<file path="config.mk">
export PLATFORM = sky130hd
export DESIGN_NAME = trap_ctrl_flat
export DESIGN_NICKNAME = d
export VERILOG_FILES = /design/src/rtl/trap_ctrl_pkg.sv /design/src/rtl/trap_ctrl_if.sv /design/src/rtl/trap_ctrl_vec.sv /design/src/rtl/trap_ctrl.sv /design/src/flat_wrapper.sv
export SDC_FILE = /design/constraint.sdc
export NUM_CORES = 1
export LEC_CHECK = 0
export CORE_AREA = 4 4 188 190
export DETAILED_ROUTE_END_ITERATION = 10
export DIE_AREA = 0 0 192 194
export GPL_ROUTABILITY_DRIVEN = 0
export SLEW_MARGIN = 20
export SYNTH_ARGS = -nofsm -noshare
export SYNTH_HDL_FRONTEND = slang
export SYNTH_SLANG_ARGS = --single-unit
</file>
<file path="constraint.sdc">
create_clock -name clk -period 2.7 [get_ports clk]
set_input_delay 0.405 -clock clk [delete_from_list [all_inputs] [get_ports clk]]
set_output_delay 0.405 -clock clk [all_outputs]
set_load 0.01 [all_outputs]
</file>
<file path="src/rtl/trap_ctrl_pkg.sv">
// Shared constants and types for the machine-mode trap sequencer.
// CSR addresses, mtvec mode encodings and the sequencer state encoding.
package trap_ctrl_pkg;

  localparam logic [11:0] CSR_MEPC_ADDR   = 12'h341;
  localparam logic [11:0] CSR_MCAUSE_ADDR = 12'h342;
  localparam logic [11:0] CSR_MTVAL_ADDR  = 12'h343;

  localparam logic [1:0] MTVEC_DIRECT   = 2'b00;
  localparam logic [1:0] MTVEC_VECTORED = 2'b01;

  typedef enum logic [2:0] {
    ST_IDLE,
    ST_W_EPC,
    ST_W_CAUSE,
    ST_W_TVAL,
    ST_REDIRECT,
    ST_MRET
  } trap_state_t;

endpackage

</file>
<file path="src/rtl/trap_ctrl_if.sv">
// CSR-file side of the trap sequencer: the single write port, the mstatus
// interrupt-enable strobes and the CSR values the sequencer reads back.
interface trap_ctrl_if #(
  parameter int XLEN = 64
);
  logic            csr_we;
  logic [11:0]     csr_waddr;
  logic [XLEN-1:0] csr_wdata;
  logic            mstatus_ie_clear;
  logic            mstatus_ie_set;
  logic            mstatus_ie;
  logic [XLEN-1:0] mtvec;
  logic [XLEN-1:0] mepc;

  modport master (
    output csr_we, csr_waddr, csr_wdata, mstatus_ie_clear, mstatus_ie_set,
    input  mstatus_ie, mtvec, mepc
  );

  modport slave (
    input  csr_we, csr_waddr, csr_wdata, mstatus_ie_clear, mstatus_ie_set,
    output mstatus_ie, mtvec, mepc
  );
endinterface

</file>
<file path="src/rtl/trap_ctrl_vec.sv">
// Trap vector computation: base of mtvec, plus 4*cause for interrupts when
// mtvec selects vectored mode. Purely combinational.
module trap_vec
  import trap_ctrl_pkg::*;
#(
  parameter int XLEN = 64
) (
  input  logic [XLEN-1:0] mtvec,
  input  logic            cause_irq,
  input  logic [3:0]      cause_code,
  output logic [XLEN-1:0] redirect_pc
);

  logic [XLEN-1:0] base;
  logic [XLEN-1:0] offset;

  assign base   = {mtvec[XLEN-1:2], 2'b00};
  assign offset = {{(XLEN-6){1'b0}}, cause_code, 2'b00};

  // Exceptions always land on the base, even in vectored mode.
  assign redirect_pc = ((mtvec[1:0] == MTVEC_VECTORED) && cause_irq) ? base + offset : base;

endmodule

</file>
<file path="src/rtl/trap_ctrl.sv">
// Machine-mode trap sequencer: owns the CSR write port while writing
// mepc/mcause/mtval, then flushes and redirects; also handles mret.
module trap_ctrl
  import trap_ctrl_pkg::*;
#(
  parameter int XLEN     = 64,
  parameter int IRQ_CODE = 7
) (
  input  logic              clk,
  input  logic              rst,
  input  logic              exc_valid,
  input  logic [3:0]        exc_code,
  input  logic [XLEN-1:0]   exc_pc,
  input  logic [XLEN-1:0]   exc_tval,
  input  logic              irq_pending,
  input  logic              mret_valid,
  input  logic              retire,
  input  logic              wb_csr_we,
  input  logic [11:0]       wb_csr_waddr,
  input  logic [XLEN-1:0]   wb_csr_wdata,
  trap_ctrl_if.master       csr,
  output logic              instret_incr,
  output logic              stall,
  output logic              flush,
  output logic              redirect_valid,
  output logic [XLEN-1:0]   redirect_pc
);

  localparam logic [3:0]      IRQ_CODE4 = 4'(IRQ_CODE);
  localparam logic [XLEN-1:0] IRQ_CAUSE = {1'b1, {(XLEN-5){1'b0}}, IRQ_CODE4};

  trap_state_t     state_reg, state_next;
  logic [XLEN-1:0] pc_reg, pc_next;
  logic [XLEN-1:0] cause_reg, cause_next;
  logic [XLEN-1:0] tval_reg, tval_next;

  logic            irq_take;
  logic            in_idle;
  logic            take_exc, take_irq, take_mret, accept;
  logic [XLEN-1:0] vec_pc;

  logic            csr_we_next;
  logic [11:0]     csr_waddr_next;
  logic [XLEN-1:0] csr_wdata_next;
  logic            ie_clear_next, ie_set_next;
  logic            instret_next, stall_next, flush_next, redirect_valid_next;
  logic [XLEN-1:0] redirect_pc_next;

  assign irq_take  = irq_pending & csr.mstatus_ie;
  assign in_idle   = (state_reg == ST_IDLE);
  assign take_exc  = in_idle & exc_valid;
  assign take_irq  = in_idle & ~exc_valid & irq_take;
  assign take_mret = in_idle & ~exc_valid & ~irq_take & mret_valid;
  assign accept    = take_exc | take_irq | take_mret;

  trap_vec #(.XLEN(XLEN)) u_trap_vec (
    .mtvec       (csr.mtvec),
    .cause_irq   (cause_reg[XLEN-1]),
    .cause_code  (cause_reg[3:0]),
    .redirect_pc (vec_pc)
  );

  always_ff @(posedge clk) begin
    if (rst) begin
      state_reg <= ST_IDLE;
      pc_reg    <= '0;
      cause_reg <= '0;
      tval_reg  <= '0;
    end else begin
      state_reg <= state_next;
      pc_reg    <= pc_next;
      cause_reg <= cause_next;
      tval_reg  <= tval_next;
    end
  end

  always_comb begin
    state_next          = state_reg;
    pc_next             = pc_reg;
    cause_next          = cause_reg;
    tval_next           = tval_reg;
    csr_we_next         = 1'b0;
    csr_waddr_next      = '0;
    csr_wdata_next      = '0;
    ie_clear_next       = 1'b0;
    ie_set_next         = 1'b0;
    instret_next        = 1'b0;
    stall_next          = 1'b0;
    flush_next          = 1'b0;
    redirect_valid_next = 1'b0;
    redirect_pc_next    = '0;

    case (state_reg)
      ST_IDLE: begin
        stall_next   = accept;
        instret_next = retire & ~exc_valid & ~irq_take;
        if (take_exc) begin
          state_next = ST_W_EPC;
          pc_next    = exc_pc;
          cause_next = {{(XLEN-4){1'b0}}, exc_code};
          tval_next  = exc_tval;
        end else if (take_irq) begin
          state_next = ST_W_EPC;
          pc_next    = exc_pc;
          cause_next = IRQ_CAUSE;
          tval_next  = '0;
        end else if (take_mret) begin
          state_next = ST_MRET;
        end else begin
          csr_we_next    = wb_csr_we;
          csr_waddr_next = wb_csr_waddr;
          csr_wdata_next = wb_csr_wdata;
        end
      end
      ST_W_EPC: begin
        stall_next     = 1'b1;
        csr_we_next    = 1'b1;
        csr_waddr_next = CSR_MEPC_ADDR;
        csr_wdata_next = {pc_reg[XLEN-1:2], 2'b00};
        state_next     = ST_W_CAUSE;
      end
      ST_W_CAUSE: begin
        stall_next     = 1'b1;
        csr_we_next    = 1'b1;
        csr_waddr_next = CSR_MCAUSE_ADDR;
        csr_wdata_next = cause_reg;
        state_next     = ST_W_TVAL;
      end
      ST_W_TVAL: begin
        stall_next     = 1'b1;
        csr_we_next    = 1'b1;
        csr_waddr_next = CSR_MTVAL_ADDR;
        csr_wdata_next = tval_reg;
        ie_clear_next  = 1'b1;
        state_next     = ST_REDIRECT;
      end
      ST_REDIRECT: begin
        stall_next          = 1'b1;
        flush_next          = 1'b1;
        redirect_valid_next = 1'b1;
        redirect_pc_next    = vec_pc;
        state_next          = ST_IDLE;
      end
      ST_MRET: begin
        // mepc is read here so a WB write to it in an earlier cycle is seen.
        stall_next          = 1'b1;
        ie_set_next         = 1'b1;
        flush_next          = 1'b1;
        redirect_valid_next = 1'b1;
        redirect_pc_next    = csr.mepc;
        state_next          = ST_IDLE;
      end
      default: state_next = ST_IDLE;
    endcase

    // Reset silences every output at once, including the WB passthrough.
    if (rst) begin
      csr_we_next         = 1'b0;
      csr_waddr_next      = '0;
      csr_wdata_next      = '0;
      ie_clear_next       = 1'b0;
      ie_set_next         = 1'b0;
      instret_next        = 1'b0;
      stall_next          = 1'b0;
      flush_next          = 1'b0;
      redirect_valid_next = 1'b0;
      redirect_pc_next    = '0;
    end
  end

  assign csr.csr_we           = csr_we_next;
  assign csr.csr_waddr        = csr_waddr_next;
  assign csr.csr_wdata        = csr_wdata_next;
  assign csr.mstatus_ie_clear = ie_clear_next;
  assign csr.mstatus_ie_set   = ie_set_next;
  assign instret_incr         = instret_next;
  assign stall                = stall_next;
  assign flush                = flush_next;
  assign redirect_valid       = redirect_valid_next;
  assign redirect_pc          = redirect_pc_next;

endmodule
</file>
<file path="src/flat_wrapper.sv">
// flat-port wrapper written by rule: the top's interface ports become plain ports
module trap_ctrl_flat import trap_ctrl_pkg::*;
#(
  parameter int XLEN     = 64,
  parameter int IRQ_CODE = 7
)
  (clk, rst, exc_valid, exc_code, exc_pc, exc_tval, irq_pending, mret_valid, retire, wb_csr_we, wb_csr_waddr, wb_csr_wdata, instret_incr, stall, flush, redirect_valid, redirect_pc, csr_csr_we, csr_csr_waddr, csr_csr_wdata, csr_mstatus_ie_clear, csr_mstatus_ie_set, csr_mstatus_ie, csr_mtvec, csr_mepc);
  trap_ctrl_if #(.XLEN(XLEN)) csr_i ();
  input  logic clk;
  input  logic rst;
  input  logic exc_valid;
  input  logic [3:0] exc_code;
  input  logic [XLEN-1:0] exc_pc;
  input  logic [XLEN-1:0] exc_tval;
  input  logic irq_pending;
  input  logic mret_valid;
  input  logic retire;
  input  logic wb_csr_we;
  input  logic [11:0] wb_csr_waddr;
  input  logic [XLEN-1:0] wb_csr_wdata;
  output logic instret_incr;
  output logic stall;
  output logic flush;
  output logic redirect_valid;
  output logic [XLEN-1:0] redirect_pc;
  output wire logic [$bits(csr_i.csr_we)-1:0] csr_csr_we;
  output wire logic [$bits(csr_i.csr_waddr)-1:0] csr_csr_waddr;
  output wire logic [$bits(csr_i.csr_wdata)-1:0] csr_csr_wdata;
  output wire logic [$bits(csr_i.mstatus_ie_clear)-1:0] csr_mstatus_ie_clear;
  output wire logic [$bits(csr_i.mstatus_ie_set)-1:0] csr_mstatus_ie_set;
  input wire logic [$bits(csr_i.mstatus_ie)-1:0] csr_mstatus_ie;
  input wire logic [$bits(csr_i.mtvec)-1:0] csr_mtvec;
  input wire logic [$bits(csr_i.mepc)-1:0] csr_mepc;
  assign csr_csr_we = csr_i.csr_we;
  assign csr_csr_waddr = csr_i.csr_waddr;
  assign csr_csr_wdata = csr_i.csr_wdata;
  assign csr_mstatus_ie_clear = csr_i.mstatus_ie_clear;
  assign csr_mstatus_ie_set = csr_i.mstatus_ie_set;
  assign csr_i.mstatus_ie = csr_mstatus_ie;
  assign csr_i.mtvec = csr_mtvec;
  assign csr_i.mepc = csr_mepc;
  trap_ctrl #(.XLEN(XLEN), .IRQ_CODE(IRQ_CODE)) u_core (.clk(clk), .rst(rst), .exc_valid(exc_valid), .exc_code(exc_code), .exc_pc(exc_pc), .exc_tval(exc_tval), .irq_pending(irq_pending), .mret_valid(mret_valid), .retire(retire), .wb_csr_we(wb_csr_we), .wb_csr_waddr(wb_csr_waddr), .wb_csr_wdata(wb_csr_wdata), .csr(csr_i), .instret_incr(instret_incr), .stall(stall), .flush(flush), .redirect_valid(redirect_valid), .redirect_pc(redirect_pc));
endmodule
</file>
==> impl_metrics.csv, run 1 <==
group,metric,value,unit
yosys,yosys.area.top_type,"dfxtp_1",
sta,hold_violations,0,
sta,tightest_slew,0.787,ns
drt,dr_wl_met2,23.9,mm
global_route,grt_pass1_vias,11200,
power,vdd_ir_drop_max,429,µV
floorplanning,rows,67,
worst_setup_path,crit_fanout,3,
run_status,status,"finished, violations left",
yosys,synth_seq_cells,134,
global_route,antenna_found_initial,17,
worst_hold_path,hold_class,"reg2reg",
yosys,async_flop_share,0,%
finish,largest_reg_flops,64,
drt,finalWirelength,48.1,mm
worst_setup_path,cp_cell_sequence,"dlygate4sd2_1 > nand4_1 > or4_4 > or4_4 > buf_12 > buf_4 > nor4_4 > xnor2_1 > a21oi_1 > buf_2",
run_status,violations,"negative setup slack",
drt,ant_nets,0,
finish,fin_cells,2152,
floorplanning,pin_count,491,
yosys,synthCells,1085,
yosys,synth_warnings,0,
worst_setup_path,path_class,"in2out",
yosys,synth_nets,1434,
worst_setup_path,arrival,2.80,ns
yosys,yosys.area.top_type_share,33.8,%
power,p_sw,2.24,mW
power,comb_power_share,34.4,%
clocking,cts.path.max_buffers,2,
sta,clock_skew,0.00676,ns
sta,slew_headroom,47.5,%
placed_design,place_area,14300,µm²
clocking,cts_tree,"built",
placed_design,dpl.hpwl,35.3,mm
worst_setup_path,required,2.30,ns
clocking,clkSlewWorstSetupHoldPaths,0.06,ns
power,p_sw_share,32.3,%
clocking,root_buffer,"clkbuf_16",
placed_design,place.port_buffers,488,
clocking,cts.sinks,134,
worst_setup_path,slowest_delay,0.60,ns
drt,met1Wirelength,16.8,mm
floorplanning,initial_core_util,23.7,%
clocking,cts-hold-fix-buffers,0,
floorplanning,core,33400,µm²
clocking,cts_buffers,17,
power,cellLeakagePower,6.69,nW
power,power_frac_seq,33.4,%
global_route,grt_overflow,0,
worst_setup_path,path_buf_inv,4,
worst_setup_path,critPathLaunchType,"primary input",
power,internal_power,4.69,mW
sta,rsz0062_at_grt,"yes",
drt,drtIter0Drc,914,
finish,fillers,3241,
finish,seqCellArea,2700,µm²
yosys,syn_area_per_cell,7.31,µm²
worst_setup_path,cp_common_cell,"or4_4",
finish,multi_input_area,5610,µm²
placed_design,dp.cells,2062,
global_route,grt_max_degree,69,
job,maxCapViolations,0,
yosys,netlist-cell-type-count,46,
drt,avgViaCountPerCell,5.16,
global_route,grt.total_usage,24.1,%
floorplanning,die-area,37200,µm²
sta,setup_viol,58,
drt,top_layer,"met5",
yosys,synth_area_leaders,"dfxtp_1 (34%), nor2_1 (8.1%), a222oi_1 (7.8%), a21oi_1 (7.7%), nand2_1 (7.4%)",
finish,area_growth,99.4,%
drt,vias,11100,
sta,min_period_over_period,119,%
worst_setup_path,cpMaxStageDelayCell,"or4_4",
power,powerDensity,438,nW/µm²
floorplanning,die_w,192,µm
clocking,cts_max_level,4,
clocking,clock_insertion_delay_worst_skew,0.42,ns
finish,nNetsFinal,2035,
global_route,grt_pass1_wl,68.6,mm
drt,wire_per_inst,22.4,µm
finish,fin_area,15800,µm²
worst_setup_path,path_delay_family,"simple AND/OR/NAND/NOR gates",
floorplanning,die_h,194,µm
drt,drt_pass1_iterations,10,
yosys,synth_area,7930,µm²
finish,drive_above_1_share,25.1,%
yosys,ys_seq_area_share,33.8,%
sta,slew_violations,0,
drt,routed-wl-met3,4.91,mm
drt,drc,0,
yosys,synthFlopType,"dfxtp_1",
power,power_frac_clock,32.2,%
worst_setup_path,cp-end-kind,"output port",
yosys,synth_edf_count,0,
sta,setup_slack,-0.503,ns
sta,min_period,3.20,ns
sta,max_freq,312,MHz
layer usage:
metal / track usage, % / vias to the layer above
li1: - / 5131
met1: 25.5 / 5234
met2: 42.1 / 580
met3: 8.98 / 144
met4: 11.0 / 24
met5: 0 / -
cell usage after synthesis (4+ instances only):
cell,n
nor4_2,4
inv_1,12
and2_1,10
xnor2_1,42
o21ai_0,51
dfxtp_1,134
clkbuf_1,88
buf_1,6
nand3_1,15
mux2i_1,5
a222oi_1,62
nor4_1,9
nor2_1,172
a22oi_1,67
a211oi_1,5
ha_1,4
nor3_1,31
a21oi_1,122
xor2_1,18
nand4_1,16
nand2_1,157
mux2_2,5
and3_1,7
layout make-up:
class / instances / area share, %
Sequential cell: 134 / 17.1
Inverter: 12 / 0.285
Antenna cell: 6 / 0.0950
Timing Repair Buffer: 682 / 40.0
Clock inverter: 11 / 0.641
Multi-Input combinational cell: 839 / 35.5
Tap cell: 448 / 3.55
Clock buffer: 20 / 2.95
layout by cell type, fill, tap and decap left out, drive strengths merged, types with 15 or more instances in the layout:
| cell type | instances |
|---|---|
| clkdlybuf4s50 | 312 |
| a21oi | 122 |
| buf | 259 |
| a222oi | 62 |
| nand2 | 157 |
| dlygate4sd2 | 77 |
| nand3 | 15 |
| nor2 | 172 |
| o21ai | 51 |
| clkbuf | 31 |
| xnor2 | 42 |
| nand4 | 16 |
| nor3 | 31 |
| xor2 | 18 |
| a22oi | 67 |
| nor4 | 15 |
| dfxtp | 134 |
metrics by stage:
| stage | util (%) | total power [mW] | hold WS (ns) | TNS (ns) | setup slack, ns |
|---|---|---|---|---|---|
| floorplan | - | 3.30 | 0.434 | -0.0154 | -0.0112 |
| global placement | 42.7 | 4.61 | 0.442 | -72.88 | -1.24 |
| detailed placement | 42.7 | 4.64 | 0.447 | -77.42 | -1.31 |
| CTS | 46.2 | 6.94 | 0.455 | -18.74 | -0.513 |
| global route | 47.2 | 7.27 | 0.469 | -24.95 | -0.588 |
| finish | 47.3 | 6.93 | 0.455 | -19.56 | -0.503 |
what timing repair did:
action	4_1_cts	5_1_grt
setup endpoints to repair	138	101
pin swaps	97	99
resized for setup	488	87
buffers inserted	36	22
cloned	3	1
worst min-delay path: stages (launching register included):
cell and delay, ns:
dfxtp_1 0.31, nand2_1 0.05, a21oi_1 0.05
cells by family after synthesis:
logic type                 count (synthesis)  share of synthesized area (%)
muxes                                     10                           1.34
xor gates and xnor gates                  60                           6.63
DFF                                      134                           33.8
adders and majority gates                  5                          0.884
AOI/OAI and AO/OA                        320                           26.7
buffers and inverters                    112                           5.59
and+or+nand+nor                          444                           25.0
path summary, 6_finish.rpt:
| kind | start | endpoint | slack, ns | depth (start not counted) |
|---|---|---|---|---|
| hold / removal | u_core.pc_reg[4] | u_core.pc_reg[4] | 0.46 | 2 |
| setup reg to reg | u_core.state_reg[2] | u_core.tval_reg[25] | 1.04 | 6 |
| setup / recovery | csr_mtvec[14] | redirect_pc[36] | -0.50 | 10 |
| hold reg to reg | u_core.pc_reg[4] | u_core.pc_reg[4] | 0.46 | 2 |
power by group through the flow:
| stage | Clock, mW | Sequential (mW) | Combinational (mW) |
|---|---|---|---|
| after floorplan | 0 | 2.30 | 1.01 |
| final | 2.23 | 2.31 | 2.39 |
| after global placement | 0 | 2.34 | 2.28 |
| after global routing | 2.37 | 2.33 | 2.58 |
| after CTS | 2.29 | 2.31 | 2.34 |
| after detailed placement | 0 | 2.34 | 2.30 |
No activity file was read; power rests on OpenSTA's default activity.
==> run 2: changes to the inputs <==
Settings changed: CTS_CLUSTER_DIAMETER set to 30, HOLD_SLACK_MARGIN set to 0.08.
==> results of run 2 <==
No change in the layout: final DEF, timing and power equal those of run 1.
